## src/rtl/debounce_pkg.sv

```systemverilog
// Shared types and helpers for the multi-channel debouncer.
// Latency: n/a (types and constant functions only).
// Backpressure: n/a.
package debounce_pkg;

  // Per-channel qualification state.
  typedef enum logic {
    IDLE    = 1'b0,
    QUALIFY = 1'b1
  } deb_state_t;

  localparam string POL_LOW  = "LOW";
  localparam string POL_HIGH = "HIGH";

  // Idle (deasserted) pin level for a given active polarity.
  function automatic logic inactive_level(input string polarity);
    return (polarity == POL_LOW) ? 1'b1 : 1'b0;
  endfunction

endpackage

```

## src/rtl/debounce_channel.sv

```systemverilog
// One debounced input: synchroniser, qualification FSM, event and hold pulses.
// Latency: SYNC_STAGES + TIMEOUT cycles from a clean input step to data_out.
// Backpressure: none; pulses are single-cycle and must be consumed when seen.
//
// Ports:
//   clk, reset (async, active-high), clear (sync re-init)
//   data_in        raw asynchronous pin
//   data_out       debounced level, pin polarity
//   active         debounced level, 1 = asserted
//   assert_pulse   1 cycle, in the first cycle active is 1
//   deassert_pulse 1 cycle, in the first cycle active is 0
//   hold_pulse     1 cycle, in the HOLD_TIMEOUT-th consecutive active cycle
module debounce_channel
  import debounce_pkg::*;
#(
  parameter string POLARITY      = "LOW",
  parameter int    TIMEOUT       = 10000,
  parameter int    TIMEOUT_WIDTH = 32,
  parameter int    SYNC_STAGES   = 2,
  parameter int    HOLD_TIMEOUT  = 0,
  parameter int    HOLD_WIDTH    = 32
) (
  input  logic clk,
  input  logic reset,
  input  logic clear,
  input  logic data_in,
  output logic data_out,
  output logic active,
  output logic assert_pulse,
  output logic deassert_pulse,
  output logic hold_pulse
);

  localparam logic INACTIVE = inactive_level(POLARITY);
  localparam logic [TIMEOUT_WIDTH-1:0] CNT_LAST = TIMEOUT_WIDTH'(TIMEOUT - 1);
  localparam logic [TIMEOUT_WIDTH-1:0] CNT_ONE  = TIMEOUT_WIDTH'(1);

  // Synchroniser: the pin enters at bit 0, s is the last stage.
  logic [SYNC_STAGES-1:0] sync_q;
  logic                   s;

  always_ff @(posedge clk or posedge reset) begin
    if (reset) begin
      sync_q <= {SYNC_STAGES{INACTIVE}};
    end else if (clear) begin
      sync_q <= {SYNC_STAGES{INACTIVE}};
    end else begin
      sync_q <= {sync_q[SYNC_STAGES-2:0], data_in};
    end
  end

  assign s = sync_q[SYNC_STAGES-1];

  // Qualification FSM: data_out follows s only after TIMEOUT consecutive
  // edges at which s differs from it.
  deb_state_t               state_q, state_d;
  logic [TIMEOUT_WIDTH-1:0] cnt_q, cnt_d;
  logic                     out_q, out_d;
  logic                     active_q, active_d;
  logic                     assert_q, deassert_q;

  always_comb begin
    state_d = state_q;
    cnt_d   = cnt_q;
    out_d   = out_q;
    unique case (state_q)
      IDLE: begin
        cnt_d = '0;
        if (s != out_q) begin
          cnt_d   = CNT_ONE;
          state_d = QUALIFY;
        end
      end
      QUALIFY: begin
        if (s == out_q) begin
          // Glitch ended before qualifying.
          cnt_d   = '0;
          state_d = IDLE;
        end else if (cnt_q >= CNT_LAST) begin
          out_d   = s;
          cnt_d   = '0;
          state_d = IDLE;
        end else begin
          cnt_d = cnt_q + CNT_ONE;
        end
      end
      default: begin
        cnt_d   = '0;
        state_d = IDLE;
      end
    endcase
  end

  assign active_q = out_q ^ INACTIVE;
  assign active_d = out_d ^ INACTIVE;

  always_ff @(posedge clk or posedge reset) begin
    if (reset) begin
      state_q    <= IDLE;
      cnt_q      <= '0;
      out_q      <= INACTIVE;
      assert_q   <= 1'b0;
      deassert_q <= 1'b0;
    end else if (clear) begin
      state_q    <= IDLE;
      cnt_q      <= '0;
      out_q      <= INACTIVE;
      assert_q   <= 1'b0;
      deassert_q <= 1'b0;
    end else begin
      state_q    <= state_d;
      cnt_q      <= cnt_d;
      out_q      <= out_d;
      // Registered alongside out_q so each pulse coincides with the new level.
      assert_q   <= active_d & ~active_q;
      deassert_q <= ~active_d & active_q;
    end
  end

  assign data_out       = out_q;
  assign active         = active_q;
  assign assert_pulse   = assert_q;
  assign deassert_pulse = deassert_q;

  // Long-hold detection: hcnt tracks consecutive active cycles, saturating
  // so the pulse fires once per assertion.
  if (HOLD_TIMEOUT > 0) begin : g_hold
    localparam logic [HOLD_WIDTH-1:0] HOLD_MAX = HOLD_WIDTH'(HOLD_TIMEOUT);
    localparam logic [HOLD_WIDTH-1:0] HOLD_ONE = HOLD_WIDTH'(1);

    logic [HOLD_WIDTH-1:0] hcnt_q, hcnt_d;
    logic                  hold_q, hold_d;

    always_comb begin
      hcnt_d = '0;
      hold_d = 1'b0;
      if (active_d) begin
        if (hcnt_q < HOLD_MAX) begin
          hcnt_d = hcnt_q + HOLD_ONE;
          hold_d = (hcnt_q == HOLD_MAX - HOLD_ONE);
        end else begin
          hcnt_d = hcnt_q;
        end
      end
    end

    always_ff @(posedge clk or posedge reset) begin
      if (reset) begin
        hcnt_q <= '0;
        hold_q <= 1'b0;
      end else if (clear) begin
        hcnt_q <= '0;
        hold_q <= 1'b0;
      end else begin
        hcnt_q <= hcnt_d;
        hold_q <= hold_d;
      end
    end

    assign hold_pulse = hold_q;
  end else begin : g_no_hold
    assign hold_pulse = 1'b0;
  end

endmodule

```

## src/rtl/debounce_multi.sv

```systemverilog
// WIDTH independent debouncers for board pins (buttons, reset and DIP switches).
// Latency: SYNC_STAGES + TIMEOUT cycles from a clean input step to data_out.
// Backpressure: none; event pulses are single-cycle, all channels in parallel.
//
// Ports:
//   clk, reset (async, active-high), clear (sync re-init, same effect as reset)
//   data_in[WIDTH]        raw asynchronous pins
//   data_out[WIDTH]       debounced levels, pin polarity
//   active[WIDTH]         debounced levels, 1 = asserted
//   assert_pulse[WIDTH]   / deassert_pulse[WIDTH] / hold_pulse[WIDTH] event pulses
module debounce_multi
  import debounce_pkg::*;
#(
  parameter int    WIDTH         = 1,
  parameter string POLARITY      = "LOW",
  parameter int    TIMEOUT       = 10000,
  parameter int    TIMEOUT_WIDTH = 32,
  parameter int    SYNC_STAGES   = 2,
  parameter int    HOLD_TIMEOUT  = 0,
  parameter int    HOLD_WIDTH    = 32
) (
  input  logic             clk,
  input  logic             reset,
  input  logic             clear,
  input  logic [WIDTH-1:0] data_in,
  output logic [WIDTH-1:0] data_out,
  output logic [WIDTH-1:0] active,
  output logic [WIDTH-1:0] assert_pulse,
  output logic [WIDTH-1:0] deassert_pulse,
  output logic [WIDTH-1:0] hold_pulse
);

  if ((POLARITY != POL_LOW) && (POLARITY != POL_HIGH)) begin : g_bad_polarity
    $error("debounce_multi: POLARITY must be \"LOW\" or \"HIGH\"");
  end
  if (TIMEOUT < 2) begin : g_bad_timeout
    $error("debounce_multi: TIMEOUT must be at least 2");
  end
  if ($clog2(TIMEOUT + 1) > TIMEOUT_WIDTH) begin : g_bad_timeout_width
    $error("debounce_multi: TIMEOUT_WIDTH too narrow for TIMEOUT");
  end
  if (SYNC_STAGES < 2) begin : g_bad_sync
    $error("debounce_multi: SYNC_STAGES must be at least 2");
  end
  if ((HOLD_TIMEOUT > 0) && ($clog2(HOLD_TIMEOUT + 1) > HOLD_WIDTH)) begin : g_bad_hold_width
    $error("debounce_multi: HOLD_WIDTH too narrow for HOLD_TIMEOUT");
  end

  for (genvar i = 0; i < WIDTH; i++) begin : g_ch
    debounce_channel #(
      .POLARITY      (POLARITY),
      .TIMEOUT       (TIMEOUT),
      .TIMEOUT_WIDTH (TIMEOUT_WIDTH),
      .SYNC_STAGES   (SYNC_STAGES),
      .HOLD_TIMEOUT  (HOLD_TIMEOUT),
      .HOLD_WIDTH    (HOLD_WIDTH)
    ) u_ch (
      .clk            (clk),
      .reset          (reset),
      .clear          (clear),
      .data_in        (data_in[i]),
      .data_out       (data_out[i]),
      .active         (active[i]),
      .assert_pulse   (assert_pulse[i]),
      .deassert_pulse (deassert_pulse[i]),
      .hold_pulse     (hold_pulse[i])
    );
  end

endmodule

```

## config.mk

```make
export PLATFORM = sky130hd
export DESIGN_NAME = debounce_multi
export DESIGN_NICKNAME = d
export VERILOG_FILES = /design/src/rtl/debounce_pkg.sv /design/src/rtl/debounce_channel.sv /design/src/rtl/debounce_multi.sv
export SDC_FILE = /design/constraint.sdc
export NUM_CORES = 1
export LEC_CHECK = 0
export CORE_MARGIN = 8
export CORE_UTILIZATION = 41
export CTS_CLUSTER_SIZE = 40
export DETAILED_ROUTE_END_ITERATION = 8
export HOLD_SLACK_MARGIN = 0.12
export PLACE_DENSITY_LB_ADDON = 0.2
export SLEW_MARGIN = 25
export SYNTH_ARGS = -nofsm -noshare
export SYNTH_HDL_FRONTEND = slang
export SYNTH_HIERARCHICAL = 1
export SYNTH_SLANG_ARGS = --single-unit
```

## constraint.sdc

```tcl
create_clock -name clk -period 1.8 [get_ports clk]
set_input_delay 0.54 -clock clk [delete_from_list [all_inputs] [get_ports clk]]
set_output_delay 0.54 -clock clk [all_outputs]
set_load 0.03 [all_outputs]
```

# Word-level counts from Yosys, hierarchy flattened

Index checks and enable logic that the tools add are counted.

Register bits: 38
Output and inout port bits: 5

Add/subtract/negate cells: 1
Magnitude comparators: 1
Equal/unequal tests: 2
Multiplexer cells: 17
Bitwise operators: 5

Operator list:

| operator                | number |
|---|---|
| $mux W32                | 3 |
| $pmux W32 S2            | 1 |
| $add A32 B1 Y32 const B | 1 |
| $ge A32 B14 Y1 const B  | 1 |
| $mux W1                 | 11 |
| $not A1 Y1              | 3 |
| $and A1 B1 Y1           | 2 |
| $mux W2                 | 1 |
| $pmux W1 S2             | 1 |
| $eq A1 B1 Y1            | 1 |
| $ne A1 B1 Y1            | 1 |

# Depth between registers and ports, before layout

Word-level depth: 7
Depth in mapped cells: 6
Gate-level depth less buffers: 6

# Worst setup path after synthesis

Ideal clock, no wire load.

Path type: flip-flop to flip-flop
Start: register g_ch[0].u_ch.cnt_q[22]
End: register g_ch[0].u_ch.cnt_q[0]
Setup time: 0.092 ns
Arrival time: 1.606 ns
Required time: 1.708 ns
Setup slack: 0.102 ns
Cell stages (with the launch flop): 5
Path buffers: 0
Cell sequence: dfrtp_1 > or4_4 > nor4_4 > nand2_2 > o31ai_2

Word-level cells in the longest chain between the ends: 5

Ends and longest elaborated chain:

| what                   | RTL line                | text |
|---|---|---|
| from (decl)            | debounce_channel.sv:57  | `logic [TIMEOUT_WIDTH-1:0] cnt_q, cnt_d;` |
| from (signal assigned) | debounce_channel.sv:112 | `cnt_q <= cnt_d;` |
| $ge A32 B14 Y1         | debounce_channel.sv:79  | `end else if (cnt_q >= CNT_LAST) begin` |
| $mux W32               | debounce_channel.sv:79  |  |
| $mux W32               | debounce_channel.sv:75  | `if (s == out_q) begin` |
| $pmux W32 S2           | debounce_channel.sv:66  | `unique case (state_q)` |
| $mux W32               | debounce_channel.sv:104 | `end else if (clear) begin` |

No other way between the ends.

# Worst setup path after layout

Start: register g_ch[0].u_ch.cnt_q[14]
End: register g_ch[0].u_ch.assert_q

Word-level cells in the longest chain between the ends: 7

Ends and longest elaborated chain:

| what                 | RTL line                | text |
|---|---|---|
| $ge A32 B14 Y1       | debounce_channel.sv:79  |  |
| $mux W1              | debounce_channel.sv:79  |  |
| $mux W1              | debounce_channel.sv:75  |  |
| $mux W1              | debounce_channel.sv:66  |  |
| $not A1 Y1 (no line) | -                       |  |
| $and A1 B1 Y1        | debounce_channel.sv:115 | `assert_q <= active_d & ~active_q;` |
| $mux W1              | debounce_channel.sv:104 |  |
| to (signal assigned) | debounce_channel.sv:115 |  |
| to (decl)            | debounce_channel.sv:60  | `logic assert_q, deassert_q;` |

No other way between the ends.

==> results_dict.tcl <==
set metrics [dict create \
    status "complete, but fails checks" \
    failed_checks "setup timing" \
    finish.utilization_pct 53.2 \
    multi_input_area_um2 603 \
    ys_seq_elements 38 \
    finalCriticalPeriod_ns 1.81 \
    synth_seq_area_share_pct 63.1 \
    regArea_um2 956 \
    antenna_found_initial 0 \
    grt_max_degree 39 \
    drc 0 \
    vias 952 \
    synth.distinct_cells 32 \
    core-area_um2 3610 \
    fillers 310 \
    root_buffer "clkbuf_8" \
    die_w_um 76.7 \
    antenna_left 0 \
    ios 9 \
    netlist_instances 121 \
    synthesis.area_um2 1510 \
    maxCapViolations 0 \
    clockBufferDepth 2 \
    rr_worst_depth 4 \
    io_buffers 7 \
    fin_cells 208 \
    std_cell_rows 22 \
    gp_congestion 0.781 \
    drtIter0Drc 96 \
    drtPass1Iterations 4 \
    finalMaxSlewViolations 0 \
    most-common-layout-cells "34 x dfrtp_1, 19 x conb_1, 13 x nor2_1" \
    rsz0062_at_grt "yes" \
    placedCellCount 199 \
    endpoint_kind "register" \
    worstSetupPathType "reg2reg" \
    cp_max_fo 6 \
    layout_setup_ws_ns -0.0125 \
    min_path_cells 2 \
    grtUsageTotal_pct 9.41 \
    grt_pass1_wl_um 4370 \
    mostFrequentLayoutCell "dfrtp_1" \
    avgRoutedWirePerCell_um 12.4 \
    dpl_cell_area_um2 1760 \
    hp-class "reg2reg" \
    timing.final.crit_share_pct 101 \
    grt_pass1_vias 1016 \
    fmax_ghz 0.552 \
    peakVddDrop_v 0.000595 \
    wl_um 2570 \
    synthToLayoutAreaGrowth_pct 26.8 \
    insertion_delay_ns 0.29 \
    fin_skew_ns 0.00473 \
    overflow 0 \
    nets 164 \
    fin_area_um2 1920 \
    cts.sinks 38 \
    start_util_pct 42.0 \
    dieArea_um2 5890 \
    hold_viol 0 \
    cp.required_ns 1.95 \
    p_per_area_nw_per_um2 959 \
    path_clk_slew_ns 0.07 \
    cts_hold_buf 0 \
    syn_avg_cell_area_um2 12.5 \
    place_hpwl_um 1770 \
    viasPerCell 4.58 \
    diodes 0 \
    numCtsBuffers 5 \
    arrival_ns 1.96 \
    htree_levels 2 \
    cts_tree "done" \
    preCtsSetupSlack_ns -0.0207 \
    p_leak_nw 0.842 \
    yosysWarnings 6 \
    critPathLaunchType "register" \
    setup_viol 2 \
    die_h_um 76.7 \
    drive_gt1_share_pct 21.3 \
]
-- cell usage after synthesis (all sizes together) --
cell type	instances	area (um2)
a2111oi	3	47.6
a211o	1	8.76
a21oi	1	5.00
and3	2	12.5
and4	1	8.76
buf	1	7.51
conb	1	3.75
dfrtp	35	876
dfstp	3	78.8
ha	1	12.5
inv	9	33.8
nand2	8	32.5
nand2b	1	6.26
nand3	7	35.0
nand4	2	27.5
nor2	13	48.8
nor3	5	25.0
nor4	6	58.8
o211a	1	10.0
o211ai	1	7.51
o21ai	1	5.00
o31ai	1	12.5
or2	2	12.5
or3b	1	11.3
or4	1	11.3
xnor2	8	70.1
xor2	5	43.8
-- through the flow --
stage	hold slack [ns]	TNS (ns)	total power, mW
after floorplan	0.492	0	0.955
after global placement	0.519	0	0.983
after detailed placement	0.530	-0.0236	0.985
after CTS	0.541	-0.148	1.87
after global routing	0.575	-1.72	1.91
final	0.552	-0.0241	1.84
-- power by group --
group	leakage (nW)	internal [mW]	switching (mW)
logic	0.294	0.0239	0.0462
clock network	0.0714	0.591	0.284
registers	0.477	0.883	0.0120
-- critical path: stages (launching register included) --
cell       delay [ns]
dfrtp_1          0.38
or3b_4           0.42
a2111oi_4        0.34
nor4_4           0.12
a2111oi_1        0.41
-- flip-flops by register name, indices dropped and copies added (netlist names) --
register	count
g_ch.u_ch/deassert_pulse	1
g_ch.u_ch/state_q	1
g_ch.u_ch/cnt_q	32
g_ch.u_ch/assert_pulse	1
g_ch.u_ch/sync_q	2
g_ch.u_ch/data_out	1
-- timing repair --
| item | 4_1_cts | 5_1_grt |
|---|---|---|
| setup endpoints to repair | 15 | 20 |
| setup buffers | 0 | 1 |
| resized for setup | 8 | 6 |
| pin swaps | 0 | 2 |
-- per-layer routing --
| metal | share of wire [%] | track usage [%] |
|---|---|---|
| met1 | 43 | 10.1 |
| met2 | 50 | 15.3 |
| met3 | 3.9 | 3.61 |
| met4 | 2.4 | 5.77 |
| met5 | 0 | 0 |
-- kinds of logic after synthesis --
group / count (synthesis) / synth area share [%]
xor+xnor: 13 / 7.53
buf+inv: 10 / 2.73
fa+ha+maj: 1 / 0.827
simple gates: 49 / 19.2
flops: 38 / 63.1
other cells: 1 / 0.248
compound gates: 9 / 6.37
-- area by class of cell --
cell class / count / share of cell area [%]
flip-flops and latches: 38 / 49.8
clock inverters: 2 / 3.13
repair buffers: 14 / 6.39
inverters: 9 / 1.76
multi-input cells: 91 / 31.4
well taps: 48 / 3.13
clock buffers: 6 / 4.31
-- final timing paths --
path | from | end | slack (ns)
setup / recovery | g_ch[0].u_ch/cnt_q[14] | g_ch[0].u_ch/assert_pulse | -0.01
hold / removal | g_ch[0].u_ch/sync_q[1] | g_ch[0].u_ch/deassert_pulse | 0.55
setup reg to reg | g_ch[0].u_ch/cnt_q[14] | g_ch[0].u_ch/assert_pulse | -0.01
hold reg to reg | g_ch[0].u_ch/sync_q[1] | g_ch[0].u_ch/deassert_pulse | 0.55
max in group asynchronous | reset | g_ch[0].u_ch/sync_q[1] | 0.95
min in group asynchronous | reset | g_ch[0].u_ch/cnt_q[6] | 0.61
Power figures use the tool's default switching activity.
